===== src/rtl/fir_mac_seq.sv =====
// Time-multiplexed FIR engine: one registered signed MAC walks a TAPS-deep delay
// line against a loadable coefficient file, then rounds, shifts and saturates.
module fir_mac_seq #(
  parameter int TAPS   = 8,
  parameter int DATA_W = 16,
  parameter int COEF_W = 16,
  parameter int OUT_W  = 16,
  parameter int SHIFT  = 15
) (
  input  logic                      clk,
  input  logic                      rst,
  input  logic                      coef_we,
  input  logic [$clog2(TAPS)-1:0]   coef_addr,
  input  logic [COEF_W-1:0]         coef_wdata,
  output logic                      coef_drop,
  input  logic                      flush,
  input  logic                      in_valid,
  output logic                      in_ready,
  input  logic [DATA_W-1:0]         in_data,
  output logic                      out_valid,
  input  logic                      out_ready,
  output logic [OUT_W-1:0]          out_data,
  output logic                      out_sat,
  output logic                      busy
);

  localparam int IDX_W  = $clog2(TAPS);
  localparam int PROD_W = DATA_W + COEF_W;
  localparam int ACC_W  = DATA_W + COEF_W + $clog2(TAPS);
  localparam logic [IDX_W-1:0] LAST = IDX_W'(TAPS - 1);
  localparam logic [ACC_W-1:0] RND  = (ACC_W'(1) << SHIFT) >> 1;

  typedef enum logic [1:0] {IDLE, MAC, OUT} state_t;

  state_t                   state;
  logic signed [DATA_W-1:0] x [TAPS];
  logic signed [COEF_W-1:0] c [TAPS];
  logic signed [ACC_W-1:0]  acc;
  logic [IDX_W-1:0]         idx;

  logic signed [PROD_W-1:0] prod;
  logic signed [ACC_W-1:0]  sum;
  logic signed [ACC_W-1:0]  rsum;
  logic signed [ACC_W-1:0]  r;
  logic [ACC_W-OUT_W:0]     top;
  logic                     fits;
  logic                     addr_ok;

  assign busy     = (state != IDLE);
  assign in_ready = (state == IDLE) && !flush;
  assign addr_ok  = (32'(coef_addr) < TAPS);

  always_comb begin
    prod = PROD_W'(x[idx]) * PROD_W'(c[idx]);
    sum  = acc + {{(ACC_W-PROD_W){prod[PROD_W-1]}}, prod};
    rsum = sum + RND;
    r    = rsum >>> SHIFT;
    // r fits in OUT_W bits only when every bit above the output sign bit matches it
    top  = r[ACC_W-1:OUT_W-1];
    fits = (top == '0) || (top == '1);
  end

  always_ff @(posedge clk or posedge rst) begin
    if (rst) begin
      state     <= IDLE;
      acc       <= '0;
      idx       <= '0;
      out_valid <= 1'b0;
      out_data  <= '0;
      out_sat   <= 1'b0;
      coef_drop <= 1'b0;
      for (int unsigned k = 0; k < TAPS; k++) begin
        x[k] <= '0;
        c[k] <= '0;
      end
    end else begin
      coef_drop <= coef_we && ((state != IDLE) || !addr_ok);
      if (coef_we && (state == IDLE) && addr_ok)
        c[coef_addr] <= coef_wdata;

      case (state)
        IDLE: begin
          if (flush) begin
            for (int unsigned k = 0; k < TAPS; k++)
              x[k] <= '0;
          end else if (in_valid) begin
            for (int unsigned k = 1; k < TAPS; k++)
              x[k] <= x[k-1];
            x[0]  <= in_data;
            acc   <= '0;
            idx   <= '0;
            state <= MAC;
          end
        end
        MAC: begin
          acc <= sum;
          idx <= idx + 1'b1;
          if (idx == LAST) begin
            idx       <= '0;
            out_valid <= 1'b1;
            out_sat   <= !fits;
            if (fits)
              out_data <= r[OUT_W-1:0];
            else if (r[ACC_W-1])
              out_data <= {1'b1, {(OUT_W-1){1'b0}}};
            else
              out_data <= {1'b0, {(OUT_W-1){1'b1}}};
            state <= OUT;
          end
        end
        OUT: begin
          if (out_ready) begin
            out_valid <= 1'b0;
            state     <= IDLE;
          end
        end
        default: state <= IDLE;
      endcase
    end
  end

endmodule


===== config.mk =====
export PLATFORM = sky130hd
export DESIGN_NAME = fir_mac_seq
export DESIGN_NICKNAME = d
export VERILOG_FILES = /design/src/rtl/fir_mac_seq.sv
export SDC_FILE = /design/constraint.sdc
export NUM_CORES = 1
export LEC_CHECK = 0
export CORE_ASPECT_RATIO = 1.5
export CORE_MARGIN = 10
export CORE_UTILIZATION = 35
export DETAILED_ROUTE_END_ITERATION = 6
export DONT_BUFFER_PORTS = 1
export GPL_ROUTABILITY_DRIVEN = 0
export PLACE_DENSITY = 0.59
export SLEW_MARGIN = 20
export SYNTH_ARGS = -nofsm -noshare
export SYNTH_HDL_FRONTEND = slang
export SYNTH_SLANG_ARGS = --single-unit

===== constraint.sdc =====
create_clock -name clk -period 10.89 [get_ports clk]
set_input_delay 1.6335 -clock clk [delete_from_list [all_inputs] [get_ports clk]]
set_output_delay 1.6335 -clock clk [all_outputs]
set_load 0.01 [all_outputs]

Yosys cells after proc, flatten, opt, wreduce, memory -nomap -nowiden
Index checks and enable logic that the tools add are counted.
Operators by class
  add/subtract/negate cells: 3
  multipliers: 1
  div/mod/pow operators: 0
  order comparisons: 3
  equality and inequality tests: 8
  shift-type cells: 0
  multiplexer cells: 28
  bitwise logic cells: 2
  reductions and logical operators: 18
Operator list (count)
  128-bit two-way mux: 2
  128-bit bitwise mux: 1
  16-bit two-way mux: 7
  16-bit binary-select mux with 3-bit select: 2
  35-bit two-way mux: 2
  35-bit one-hot mux with 2 select lines: 1
  16-bit demux with 3-bit select: 1
  35-bit by 15-bit adder with 35-bit output, second input constant: 1
  35-bit adder: 1
  16-bit by 16-bit multiplier with 32-bit output: 1
  20-bit == test, second input constant: 1
  20-bit logical NOT: 1
  3-bit two-way mux: 3
  4-bit >= comparator, second input constant: 2
  2-bit two-way mux: 4
  2-bit inequality test, second input constant: 4
  3-bit NOT with 4-bit output: 2
  2-bit nonzero test: 4
  2-bit one-hot mux with 3 select lines: 1
  3-bit one-hot mux with 2 select lines: 1
  3-bit AND reduction: 2
  1-bit logical AND: 4
  4-bit by 1-bit less-than comparator with 1-bit output, second input constant: 1
  2-bit AND reduction: 2
  10 further kinds: 12
Word-level totals
  register bits: 315
  latch bits: 0
  memory bits (writable): 0
  ROM bits: 0
  bits of input ports: 41
  output and inout port bits: 21
  logic and storage cells: 86
  memories kept: 0

Logic depth before layout (Yosys ltp)
Gate-level depths: netlist of run 1.
  word-level depth: 10
  gate-level depth with buffers: 45
  mapped depth without buffers: 40

Least setup slack after synthesis of run 1
OpenSTA, ideal clock, no wires.
  path type: register to register
  start point: register idx[0]
  end point: register out_data[0]
  setup time: 65 ps
  data arrival time: 11187 ps
  required time: 10825 ps
  slack: -362 ps
  stages on the path, launching flop included: 42
  path buffers: 3
  clock period less this slack: 11252 ps
  path through: dfrtp_1 > buf_1 > buf_1 > mux4_2 > mux2i_1 > nor2_1 > fa_1 > inv_1 > fa_1 > fa_1 > inv_1 > fa_1 > fa_1 > inv_1 > fa_1 > inv_1 > ha_1 > a2111oi_0 > [6 not listed] > o21bai_1 > a21o_1 > a21oi_1 > xnor2_1 > ha_1 > a21oi_1 > o41ai_1 > a21o_1 > a221o_1 > a41oi_1 > mux2_2 > o211a_1 > or3_1 > or3_1 > and2_1 > o21ai_2 > buf_4 > o22a_1
On the way
  cells in the longest elaborated chain, start to end: 10
  elaborated cells on any way between the ends: 17
  classes of those cells: add/sub: 2; mul: 1; eq/ne: 2; mux: 8; bitwise: 1; reduce/logical: 3
Ends and longest elaborated chain
  start: declaration: RTL line 39  | logic [IDX_W-1:0] idx;
  start signal: assignment: RTL line 97  | idx <= idx + 1'b1;
  3-bit NOT with 4-bit output (not written as such): RTL line 54  | prod = PROD_W'(x[idx]) * PROD_W'(c[idx]);
  16-bit binary-select mux with 3-bit select: RTL line 54
  16-bit two-way mux (not written as such) (2 in series): RTL line 54
  16-bit by 16-bit multiplier with 32-bit output: RTL line 54
  35-bit adder: RTL line 55  | sum = acc + {{(ACC_W-PROD_W){prod[PROD_W-1]}}, prod};
  35-bit by 15-bit adder with 35-bit output: RTL line 56  | rsum = sum + RND;
  20-bit == test / 20-bit logical NOT (equally long branches): RTL line 60  | fits = (top == '0) || (top == '1);
  1-bit logical OR: RTL line 60
  16-bit two-way mux: RTL line 102  | if (fits)
  end signal: assignment: RTL line 103  | out_data <= r[OUT_W-1:0];
  end signal: assignment: RTL line 105  | out_data <= {1'b1, {(OUT_W-1){1'b0}}};
  end signal: assignment: RTL line 107  | out_data <= {1'b0, {(OUT_W-1){1'b1}}};
  end: declaration: RTL line 22  | output logic [OUT_W-1:0] out_data,
Several ways; a longest one is shown, not always the timed one. The select of a mux whose other input is x is not followed.
A chain may end at the register's enable or synchronous reset.

Worst setup path in the final report of run 1
  start point: register idx[0]
  end point: register out_data[14]
Same word-level chain as after synthesis.

==> results of run 1 <==
-- cell usage in the layout, fill, tap and decap left out, drive strengths merged, types with 15 or more instances in the layout --
cell type and count:
xnor2 57, nand2b 15, o22a 15, ha 122, a211oi 17, clkbuf 56
inv 324, dfrtp 315, fa 263, nor2 200, xor2 17, mux4 64
buf 120, a22o 144, a21oi 58, nand2 185, mux2 156, nand3 20
mux2i 30, a21o 25, o21ai 59
-- cells in the mapped netlist, types with 3 or more instances --
cell	instances	area (um2)
a211oi_1	11	82.58
mux2_2	154	1734
o22a_1	15	131.4
o41ai_1	5	43.79
dfrtp_1	315	7883
nor4_1	3	18.77
o31ai_1	8	60.06
o21ai_1	10	50.05
nor2_1	190	713.2
a31oi_1	3	18.77
nand3_1	20	100.1
inv_1	324	1216
nor2_2	10	62.56
a21o_1	25	187.7
nand2b_1	15	93.84
clkbuf_1	71	266.5
o21a_1	12	90.09
xnor2_1	57	499.2
and4_1	6	52.55
a21oi_2	3	26.28
and2_1	8	50.05
ha_1	122	1526
a211o_1	5	43.79
nand2_1	185	694.4
o211ai_1	8	60.06
buf_1	16	60.06
o21bai_1	8	60.06
a211oi_2	4	50.05
xor2_1	17	148.9
a21oi_1	55	275.3
o2111ai_1	5	43.79
mux2i_1	30	300.3
buf_2	6	30.03
or2_2	10	62.56
mux4_2	64	1441
nor3_1	13	65.06
nand4_1	4	25.02
or3_1	4	25.02
a2111oi_0	4	35.03
fa_1	263	5265
and3_1	8	50.05
nor2b_1	12	75.07
o21ai_0	48	240.2
a22o_1	144	1261
-- metal layers --
metal	global-route usage	vias to the layer above	part of all wire
met3	0.02763	155	0.053
met5	0	-	0
met2	0.2663	474	0.51
met4	0.06997	0	0.047
met1	0.1765	9101	0.39
li1	-	8111	-
-- through the flow --
stage	area [um2]	util	setup TNS, ps
finish	29540	0.4056	0
global route	29540	0.4056	-1273
CTS	28730	0.3946	0
detailed placement	27400	0.3762	-1257
global placement	27400	0.3762	0
floorplan	25790	-	0
-- worst paths after layout --
kind,start,slack (ps),to,cells past startpoint
worst max-delay path,idx[0]$_DFFE_PP0P_,300,out_data[14]$_DFFE_PP0P_,42
worst min register to register,acc[8]$_DFFE_PP0P_,490,acc[8]$_DFFE_PP0P_,2
worst max register to register,idx[0]$_DFFE_PP0P_,300,out_data[14]$_DFFE_PP0P_,42
min in group asynchronous,rst,970,x[126]$_DFFE_PP0P_,1
worst min-delay path,acc[8]$_DFFE_PP0P_,490,acc[8]$_DFFE_PP0P_,2
max in group asynchronous,rst,8590,c[5]$_DFFE_PP0P_,2
-- cells by family (layout without fill, tap and decap cells) --
family / after synthesis / in the layout / share of synthesized area
simple gates: 505 / 505 / 0.08823
buf+inv: 422 / 509 / 0.06324
compound gates: 399 / 399 / 0.1188
fa+ha+maj: 385 / 385 / 0.2634
flops: 315 / 315 / 0.3058
mux: 249 / 250 / 0.1354
xor+xnor: 74 / 74 / 0.02514
-- registers in the layout, indices dropped and copies added, names as in the netlist --
register / count
state: 2
out_sat: 1
coef_drop: 1
idx: 3
x: 128
out_data: 16
out_valid: 1
c: 128
acc: 35
-- cell type report --
| type | instances | area (um2) | area share |
|---|---|---|---|
| Timing Repair Buffer | 122 | 1172 | 0.03969 |
| Tap cell | 984 | 1231 | 0.04168 |
| Clock inverter | 9 | 162.7 | 0.005506 |
| Inverter | 324 | 1224 | 0.04142 |
| Multi-Input combinational cell | 1613 | 16740 | 0.5667 |
| Sequential cell | 315 | 7889 | 0.2671 |
| Clock buffer | 54 | 1120 | 0.03791 |
-- critical path: cells and delay by family (launching register included) --
family                   cells  cell delay, ps
flip-flops                   1             500
AND/OR/NAND/NOR              8            1750
XOR/XNOR                     1             110
multiplexers                 3            1050
AO/OA/AOI/OAI               14            2660
adder cells (fa/ha/maj)      8            3520
buffers and inverters        8             940
-- timing repair --
action | 4_1_cts | 5_1_grt
gates cloned | 0 | 3
setup endpoints to repair | 16 | 17
endpoints found under the hold margin | 0 | 0
setup buffers | 4 | 31
resized for setup | 5 | 98
pin swaps | 0 | 25
==> metrics.md, run 1 <==
| Metric | Value |
|---|---|
| Outcome | completed |
| Post-synth EDFFs | 0 |
| Fillers | 6,957 |
| Drc violations | 0 |
| H-tree depth | 2 |
| Max_cap viols | 0 |
| Critical path arrival | 11,090 ps |
| I/O Buffers | 0 |
| Initial Util | 0.3540 |
| Cell count after synthesis | 2,349 |
| Most used cell, CP | fa_1 |
| Reg clk slew, reported paths | 60 ps |
| Hpwl dp | 49,310 um |
| Final Critical Period | 10,590 ps |
| Number of global-route vias before repair | 19,350 |
| Clk_skew | 15.04 ps |
| Share of post-route cells with drive strength above 1 | 0.2134 |
| Die ar. | 85,140 um2 |
| Period utilisation layout | 0.9721 |
| Critical Path End Type | flip-flop |
| Num rows | 121 |
| Iter 0 DRT Violations | 1,123 |
| Max_slew headroom | 0.2860 |
| Area of the mapped netlist | 25,780 um2 |
| IO Count | 62 |
| Core ar. | 72,820 um2 |
| Seq/Total Area, Yosys | 0.3058 |
| Max incr delay on CP | 550 ps |
| DR pass1 iterations | 5 |
| Syn_nets | 2,775 |
| Global-route wire length before repair | 105,800 um |
| Most used DFF post-synth | dfrtp_1 |
| Required time of the critical path | 11,400 ps |
| Vias/cell | 5.215 |
| Final ANT Viol Nets | 0 |
| Final Setup Violations | 0 |
| Clock Sinks | 315 |
| Cts hold-fix bufs | 0 |
| Worst-margin pin slew | 1071 ps |
| Critical Path Fanout Max | 7 |
| Final wirelength | 65,320 um |
| Unique cell type count in the Yosys netlist | 83 |
| Async S/R FF share, synth | 1.000 |
| TritonCTS clock tree | done |
| P&R area growth vs syn | 14.58% |
| Final #Nets | 2,838 |
| Largest net degree at the start of global routing | 180 |
| DIE WIDTH | 241.6 um |
| Syn_area_per_cell | 10.98 um2 |
| Drt wl/cell | 19.09 um |
| WHS | 490.7 ps |
| Slew Viols, Final | 0 |
| Grt total ovfl | 0 |
| Inserted Clock Buffers | 36 |
| Fmax | 94.46 MHz |
| Gr usage total | 0.1518 |
| Worst setup SP type | flip-flop |
| Max clock buf depth | 3 |
| Finished Layout Cells | 3,421 |
| Syn. warnings | 0 |
| DR vias | 17,840 |
| Endpoints failing hold | 0 |
| Antenna violations before repair | 0 |
| Antenna cells | 0 |
| Worst path slowest cell | mux4_2 |
| Clk_lat worst skew | 580 ps |
| Tightest Hold Check Type | flip-flop to flip-flop |
| Setup CP Type | flip-flop to flip-flop |
| Final worst slack | 303.9 ps |
| Die H | 352.4 um |
| Root Buffer | clkbuf_16 |
| Synthesized flop and latch total | 315 |
| Post-Place Worst Slack | -109.6 ps |
| Placed Cells incl. Taps | 3,319 |
Power of run 1 is left out: the tool's default activity adds up to more than one toggle a clock period on the data nets, which glitch-free logic cannot reach.
==> run 2, diff against run 1 <==
ABC_AREA = 0   (was default)
==> results of run 2 <==
Same layout as run 1: the final DEF is identical, and so are final timing and power.
Power of run 2 is left out for the same reason.
